--- src/rtl/tagger_if.sv ---
// Bundle of the tagger controller's game inputs and tagger/square control outputs.
// The master side produces frames, buttons and hit flags; the slave side is the controller.
interface tagger_if;
    logic       frame;
    logic       btnC;
    logic       btnU;
    logic       btnD;
    logic       btnL;
    logic       btnR;
    logic       topHit;
    logic       bottomHit;
    logic       leftHit;
    logic       rightHit;
    logic       allFrozen;
    logic       upDownLD;
    logic       leftRightLD;
    logic       cntUp;
    logic       cntDown;
    logic       cntLeft;
    logic       cntRight;
    logic       activeGreen;
    logic       syncFlash;
    logic [1:0] gameState;

    modport master (
        output frame, btnC, btnU, btnD, btnL, btnR,
        output topHit, bottomHit, leftHit, rightHit, allFrozen,
        input  upDownLD, leftRightLD, cntUp, cntDown, cntLeft, cntRight,
        input  activeGreen, syncFlash, gameState
    );

    modport slave (
        input  frame, btnC, btnU, btnD, btnL, btnR,
        input  topHit, bottomHit, leftHit, rightHit, allFrozen,
        output upDownLD, leftRightLD, cntUp, cntDown, cntLeft, cntRight,
        output activeGreen, syncFlash, gameState
    );
endinterface

--- src/rtl/tagger_ctrl.sv ---
// Round sequencer for the tagger square: IDLE -> PLAY -> WIN/OVER -> IDLE, with a
// frame-based game timer, a flash timer, and registered load/step/visibility strobes.
module tagger_ctrl #(
    parameter int GAME_FRAMES  = 1800,
    parameter int FLASH_FRAMES = 15,
    parameter int CNT_W        = 11
) (
    input  logic     clk,
    input  logic     reset,
    tagger_if.slave  bus
);

    typedef enum logic [1:0] {
        ST_IDLE = 2'd0,
        ST_PLAY = 2'd1,
        ST_WIN  = 2'd2,
        ST_OVER = 2'd3
    } state_e;

    localparam logic [CNT_W-1:0] GAME_LAST  = CNT_W'(GAME_FRAMES - 1);
    localparam logic [CNT_W-1:0] FLASH_LAST = CNT_W'(FLASH_FRAMES - 1);
    localparam logic [CNT_W-1:0] CNT_ZERO   = {CNT_W{1'b0}};
    localparam logic [CNT_W-1:0] CNT_ONE    = CNT_W'(1);

    state_e           state_q, state_d;
    logic [CNT_W-1:0] game_cnt_q, game_cnt_d;
    logic [CNT_W-1:0] flash_cnt_q, flash_cnt_d;
    logic             btnc_q, btnc_d;
    logic             ud_ld_q, ud_ld_d;
    logic             lr_ld_q, lr_ld_d;
    logic             cnt_up_q, cnt_up_d;
    logic             cnt_down_q, cnt_down_d;
    logic             cnt_left_q, cnt_left_d;
    logic             cnt_right_q, cnt_right_d;
    logic             active_green_q, active_green_d;
    logic             sync_flash_q, sync_flash_d;
    logic             start_edge;

    assign start_edge = bus.btnC & ~btnc_q;

    // Next-state logic and game timer.
    always_comb begin
        state_d    = state_q;
        game_cnt_d = game_cnt_q;
        btnc_d     = bus.btnC;
        case (state_q)
            ST_IDLE: begin
                if (start_edge) begin
                    state_d    = ST_PLAY;
                    game_cnt_d = CNT_ZERO;
                end else begin
                    state_d = ST_IDLE;
                end
            end
            ST_PLAY: begin
                if (bus.frame) begin
                    if (bus.allFrozen) begin
                        state_d = ST_WIN;
                    end else if (game_cnt_q == GAME_LAST) begin
                        state_d = ST_OVER;
                    end else begin
                        game_cnt_d = game_cnt_q + CNT_ONE;
                    end
                end else begin
                    game_cnt_d = game_cnt_q;
                end
            end
            ST_WIN, ST_OVER: begin
                if (start_edge) begin
                    state_d = ST_IDLE;
                end else begin
                    state_d = state_q;
                end
            end
            default: state_d = ST_IDLE;
        endcase
    end

    // Output strobes and flash timer, derived from the state being entered.
    always_comb begin
        ud_ld_d        = 1'b1;
        lr_ld_d        = 1'b1;
        cnt_up_d       = 1'b0;
        cnt_down_d     = 1'b0;
        cnt_left_d     = 1'b0;
        cnt_right_d    = 1'b0;
        active_green_d = 1'b1;
        sync_flash_d   = 1'b0;
        flash_cnt_d    = flash_cnt_q;
        case (state_d)
            ST_IDLE: flash_cnt_d = CNT_ZERO;
            ST_PLAY: begin
                ud_ld_d     = 1'b0;
                lr_ld_d     = 1'b0;
                cnt_up_d    = bus.btnU & ~bus.btnD & ~bus.topHit;
                cnt_down_d  = bus.btnD & ~bus.btnU & ~bus.bottomHit;
                cnt_left_d  = bus.btnL & ~bus.btnR & ~bus.leftHit;
                cnt_right_d = bus.btnR & ~bus.btnL & ~bus.rightHit;
            end
            ST_WIN: begin
                ud_ld_d        = 1'b0;
                lr_ld_d        = 1'b0;
                active_green_d = 1'b0;
                if (state_q != ST_WIN) begin
                    sync_flash_d = 1'b1;
                    flash_cnt_d  = CNT_ZERO;
                end else if (bus.frame) begin
                    if (flash_cnt_q == FLASH_LAST) begin
                        flash_cnt_d  = CNT_ZERO;
                        sync_flash_d = ~sync_flash_q;
                    end else begin
                        flash_cnt_d  = flash_cnt_q + CNT_ONE;
                        sync_flash_d = sync_flash_q;
                    end
                end else begin
                    sync_flash_d = sync_flash_q;
                end
            end
            ST_OVER: begin
                ud_ld_d        = 1'b0;
                lr_ld_d        = 1'b0;
                active_green_d = 1'b0;
            end
            default: flash_cnt_d = CNT_ZERO;
        endcase
    end

    // State, counters and output registers; btnc_q follows btnC even in reset so a
    // button held through reset release is not mistaken for a fresh press.
    always_ff @(posedge clk) begin
        btnc_q <= btnc_d;
        if (reset) begin
            state_q        <= ST_IDLE;
            game_cnt_q     <= CNT_ZERO;
            flash_cnt_q    <= CNT_ZERO;
            ud_ld_q        <= 1'b1;
            lr_ld_q        <= 1'b1;
            cnt_up_q       <= 1'b0;
            cnt_down_q     <= 1'b0;
            cnt_left_q     <= 1'b0;
            cnt_right_q    <= 1'b0;
            active_green_q <= 1'b1;
            sync_flash_q   <= 1'b0;
        end else begin
            state_q        <= state_d;
            game_cnt_q     <= game_cnt_d;
            flash_cnt_q    <= flash_cnt_d;
            ud_ld_q        <= ud_ld_d;
            lr_ld_q        <= lr_ld_d;
            cnt_up_q       <= cnt_up_d;
            cnt_down_q     <= cnt_down_d;
            cnt_left_q     <= cnt_left_d;
            cnt_right_q    <= cnt_right_d;
            active_green_q <= active_green_d;
            sync_flash_q   <= sync_flash_d;
        end
    end

    assign bus.gameState   = state_q;
    assign bus.upDownLD    = ud_ld_q;
    assign bus.leftRightLD = lr_ld_q;
    assign bus.cntUp       = cnt_up_q;
    assign bus.cntDown     = cnt_down_q;
    assign bus.cntLeft     = cnt_left_q;
    assign bus.cntRight    = cnt_right_q;
    assign bus.activeGreen = active_green_q;
    assign bus.syncFlash   = sync_flash_q;

endmodule
--- src/flat_wrapper.sv ---
// flat-port wrapper written by rule: the top's interface ports become plain ports
module tagger_ctrl_flat 
#(
    parameter int GAME_FRAMES  = 1800,
    parameter int FLASH_FRAMES = 15,
    parameter int CNT_W        = 11
)
  (clk, reset, bus_frame, bus_btnC, bus_btnU, bus_btnD, bus_btnL, bus_btnR, bus_topHit, bus_bottomHit, bus_leftHit, bus_rightHit, bus_allFrozen, bus_upDownLD, bus_leftRightLD, bus_cntUp, bus_cntDown, bus_cntLeft, bus_cntRight, bus_activeGreen, bus_syncFlash, bus_gameState);
  tagger_if bus_i ();
  input  logic clk;
  input  logic reset;
  input wire logic [$bits(bus_i.frame)-1:0] bus_frame;
  input wire logic [$bits(bus_i.btnC)-1:0] bus_btnC;
  input wire logic [$bits(bus_i.btnU)-1:0] bus_btnU;
  input wire logic [$bits(bus_i.btnD)-1:0] bus_btnD;
  input wire logic [$bits(bus_i.btnL)-1:0] bus_btnL;
  input wire logic [$bits(bus_i.btnR)-1:0] bus_btnR;
  input wire logic [$bits(bus_i.topHit)-1:0] bus_topHit;
  input wire logic [$bits(bus_i.bottomHit)-1:0] bus_bottomHit;
  input wire logic [$bits(bus_i.leftHit)-1:0] bus_leftHit;
  input wire logic [$bits(bus_i.rightHit)-1:0] bus_rightHit;
  input wire logic [$bits(bus_i.allFrozen)-1:0] bus_allFrozen;
  output wire logic [$bits(bus_i.upDownLD)-1:0] bus_upDownLD;
  output wire logic [$bits(bus_i.leftRightLD)-1:0] bus_leftRightLD;
  output wire logic [$bits(bus_i.cntUp)-1:0] bus_cntUp;
  output wire logic [$bits(bus_i.cntDown)-1:0] bus_cntDown;
  output wire logic [$bits(bus_i.cntLeft)-1:0] bus_cntLeft;
  output wire logic [$bits(bus_i.cntRight)-1:0] bus_cntRight;
  output wire logic [$bits(bus_i.activeGreen)-1:0] bus_activeGreen;
  output wire logic [$bits(bus_i.syncFlash)-1:0] bus_syncFlash;
  output wire logic [$bits(bus_i.gameState)-1:0] bus_gameState;
  assign bus_i.frame = bus_frame;
  assign bus_i.btnC = bus_btnC;
  assign bus_i.btnU = bus_btnU;
  assign bus_i.btnD = bus_btnD;
  assign bus_i.btnL = bus_btnL;
  assign bus_i.btnR = bus_btnR;
  assign bus_i.topHit = bus_topHit;
  assign bus_i.bottomHit = bus_bottomHit;
  assign bus_i.leftHit = bus_leftHit;
  assign bus_i.rightHit = bus_rightHit;
  assign bus_i.allFrozen = bus_allFrozen;
  assign bus_upDownLD = bus_i.upDownLD;
  assign bus_leftRightLD = bus_i.leftRightLD;
  assign bus_cntUp = bus_i.cntUp;
  assign bus_cntDown = bus_i.cntDown;
  assign bus_cntLeft = bus_i.cntLeft;
  assign bus_cntRight = bus_i.cntRight;
  assign bus_activeGreen = bus_i.activeGreen;
  assign bus_syncFlash = bus_i.syncFlash;
  assign bus_gameState = bus_i.gameState;
  tagger_ctrl #(.GAME_FRAMES(GAME_FRAMES), .FLASH_FRAMES(FLASH_FRAMES), .CNT_W(CNT_W)) u_core (.clk(clk), .reset(reset), .bus(bus_i));
endmodule
--- config.mk ---
export PLATFORM = sky130hd
export DESIGN_NAME = tagger_ctrl_flat
export DESIGN_NICKNAME = d
export VERILOG_FILES = /design/src/rtl/tagger_if.sv /design/src/rtl/tagger_ctrl.sv /design/src/flat_wrapper.sv
export SDC_FILE = /design/constraint.sdc
export NUM_CORES = 1
export LEC_CHECK = 0
export BUFFER_PORTS_ARGS = -buffer_cell sky130_fd_sc_hd__buf_2
export CAP_MARGIN = 15
export CORE_MARGIN = 1
export CORE_UTILIZATION = 56
export CTS_CLUSTER_DIAMETER = 150
export CTS_CLUSTER_SIZE = 40
export DETAILED_ROUTE_END_ITERATION = 16
export GPL_TIMING_DRIVEN = 0
export PLACE_DENSITY = 0.8
export RECOVER_POWER = 100
export SLEW_MARGIN = 5
export SYNTH_ARGS = -nofsm -noshare
export SYNTH_HDL_FRONTEND = slang
export SYNTH_SLANG_ARGS = --single-unit
--- constraint.sdc ---
create_clock -name clk -period 2.4 [get_ports clk]
set_input_delay 0 -clock clk [delete_from_list [all_inputs] [get_ports clk]]
set_output_delay 0 -clock clk [all_outputs]
set_load 0.05 [all_outputs]
==> results.toml <==
[global_route]
grt_pass1_vias = 1702
antenna_found_initial = 0
grt_max_degree = 12
grt_usage_pct = 29.2
grt_pass1_wl_um = 7330
grt-ovfl-total = 0

[synth]
synth_area_per_cell_um2 = 8.63
ys_seq_area_share_pct = 38.6
synthArstFlopShare_pct = 0
synth_edf_count = 0
yosys_warnings = 0
synth_nets = 208
postSynthCellCount = 192
ys.flop_type = "dfxtp_1"
synth_area_mm2 = 0.00166
synth_cell_types = 44
ys_ff_latch = 32

[floorplanning]
dieWidth_um = 56.4
io_pins = 23
die_y_um = 56.4
initial_core_util_pct = 59.6
coreArea_mm2 = 0.00278
std_cell_rows = 19
die_area_mm2 = 0.00318

[timing]
drv_slew = 0
min_period_ns = 2.29
max_freq_mhz = 436
tightest_slew_ns = 0.790
fin_skew_ns = 0.00807
layout_setup_ws_ns = 0.107
relSlewSlack_pct = 47.2
fin_tns_setup_ns = 0
finalHoldViolCount = 0
post-route-period-util_pct = 95.5
rsz0062_at_grt = "no"
setup_viol = 0

[clock_tree]
cts_tree = "yes"
cts.sinks = 32
clkTransAtPathRegs_ns = 0.10
insertion_delay_ns = 0.35
ctsRootBufferMaster = "clkbuf_4"
clockBufferDepth = 2
cts_max_level = 2
cts_buffers = 5

[critical_path]
critical_path.endpoint = "u_core.bus.cntRight"
start_kind = "flop"
r2r-end = "u_core.bus.cntRight"
r2r-start = "u_core.bus.gameState[1]"
crit_start = "u_core.bus.gameState[1]"
r2r_slack_ns = 0.11
cp_max_fo = 10
cp.required_ns = 2.69
r2r_cells = 6
critPathKind = "reg -> reg"
crit_arrival_ns = 2.58
worstSetupEndpointType = "flop"

[power_and_ir_drop]
power_density_mw_per_mm2 = 536
finalPower_mw = 1.08
total_leakage_power_nw = 0.662
peakVddDrop_v = 0.000535

[placement]
dp_hpwl_um = 2850
globalplace.congestion = 0.916
pre_cts_slack_ns = 0.283
portBuffers = 22

[cells_and_area]
multiInputGateArea_um2 = 977
area_growth_pct = 21.2
layout_commonest_cell = "dfxtp_1"
fill_cells = 222
final_cell_mix = "dfxtp_1 (32), clkbuf_1 (16), a21oi_1 (13)"
layout.nets = 247
area.sequential_um2 = 641
diodes = 0
drive_gt1_share_pct = 15.1

[detailed_routing]
detail-route-antenna-nets = 0
wl_um = 4370
via_count = 1748
routed_via_density = 6.65
wl_per_cell_um = 16.6
drtPass1Iterations = 7
first_iter_violations = 113
drc = 0

[run]
cap_viol_max_count = 0

[status]
status = "finished, final reports clean"

[hold_path]
holdCritPathClass = "in -> reg"
[report_power, final]
group          switching (mW)  internal [mW]  leakage [nW]
Combinational          0.0774         0.0417         0.362
Sequential            0.00459          0.538         0.259
Clock                   0.199          0.217        0.0412
[metrics by stage]
stage	instance area (um^2)	hold WS [ns]	utilization, %	std cells
6_report	2010	0.219	72.2	263
4_1_cts	1990	0.133	71.4	263
3_3_place_gp	1810	0.157	65.0	245
2_1_floorplan	1660	0.0277	-	192
3_5_place_dp	1810	0.163	65.0	245
5_1_grt	2010	0.193	72.2	263
[synth_stat cells (all sizes together) (3+ instances only)]
library cell,n,share of area [%]
nand2,9,2.0
ha,3,2.3
inv,9,2.0
o21ai,9,2.7
clkbuf,6,1.4
nand3,13,3.9
nor4,3,1.1
and3b,3,1.6
nand4,11,4.2
or3,4,1.5
o31ai,3,1.4
a31o,5,2.6
nor2,8,1.8
nand2b,4,1.5
a21oi,13,3.9
dfxtp,32,39
xnor2,4,2.1
nor4b,8,4.6
a2111oi,3,2.0
nor3,4,1.2
a31oi,10,3.8
[worst min-delay path by stage]
stage	startpoint	endpoint	slack, ns	depth (start not counted)
final	bus_allFrozen	u_core.bus.gameState[0]	0.22	3
after global routing	bus_allFrozen	u_core.bus.gameState[0]	0.19	3
after CTS	bus_frame	u_core.bus.gameState[0]	0.13	3
after detailed placement	bus_btnC	u_core.btnc_q	0.16	1
after global placement	bus_btnC	u_core.btnc_q	0.16	1
after floorplan	bus_btnC	u_core.btnc_q	0.03	0
[state kept, by name, indices dropped and copies added (netlist names)]
name,count
u_core.flash_cnt_q,11
u_core.game_cnt_q,11
u_core.bus.gameState,2
u_core.btnc_q,1
u_core.bus.activeGreen,1
u_core.bus.cntDown,1
u_core.bus.cntLeft,1
u_core.bus.cntRight,1
u_core.bus.cntUp,1
u_core.bus.leftRightLD,1
u_core.bus.syncFlash,1
[metal layers]
layer | track usage (%) | part of all wire [%] | vias up
met5 | 0 | 0 | -
li1 | - | - | 823
met4 | 16.4 | 4.5 | 0
met2 | 47.8 | 48 | 90
met3 | 10.1 | 6.8 | 32
met1 | 33.1 | 40 | 803
[repair_timing]
action,4_1_cts,5_1_grt
endpoints found under the setup margin,0,9
setup buffers,0,0
resized for setup,0,7
hold buffers,10,0
endpoints found under the hold margin,7,0
[critical path, cell delays in order, from the launching register on]
cell           delay, ns
dfxtp_1             0.35
clkbuf_2            0.18
and3b_1             0.25
a2111oi_4           0.36
nand3_2             0.19
nor4b_1             0.30
dlygate4sd3_1       0.61
[kinds of logic after synthesis]
group,share of synthesized area [%]
AND/OR/NAND/NOR,31.4
AO/OA/AOI/OAI,20.5
flip-flops,38.6
buffers and inverters,4.53
XOR/XNOR,2.64
adder cells (fa/ha/maj),2.26
[area by class of cell]
cell class	instances	area share, %
plain buffers	8	2.12
clock buffers	5	1.87
clock inverters	3	2.12
inverters	9	1.68
multi-input cells	143	48.6
flip-flops and latches	32	31.9
well taps	31	1.93
repair buffers	32	9.78
(Power assumes the default switching activity.)
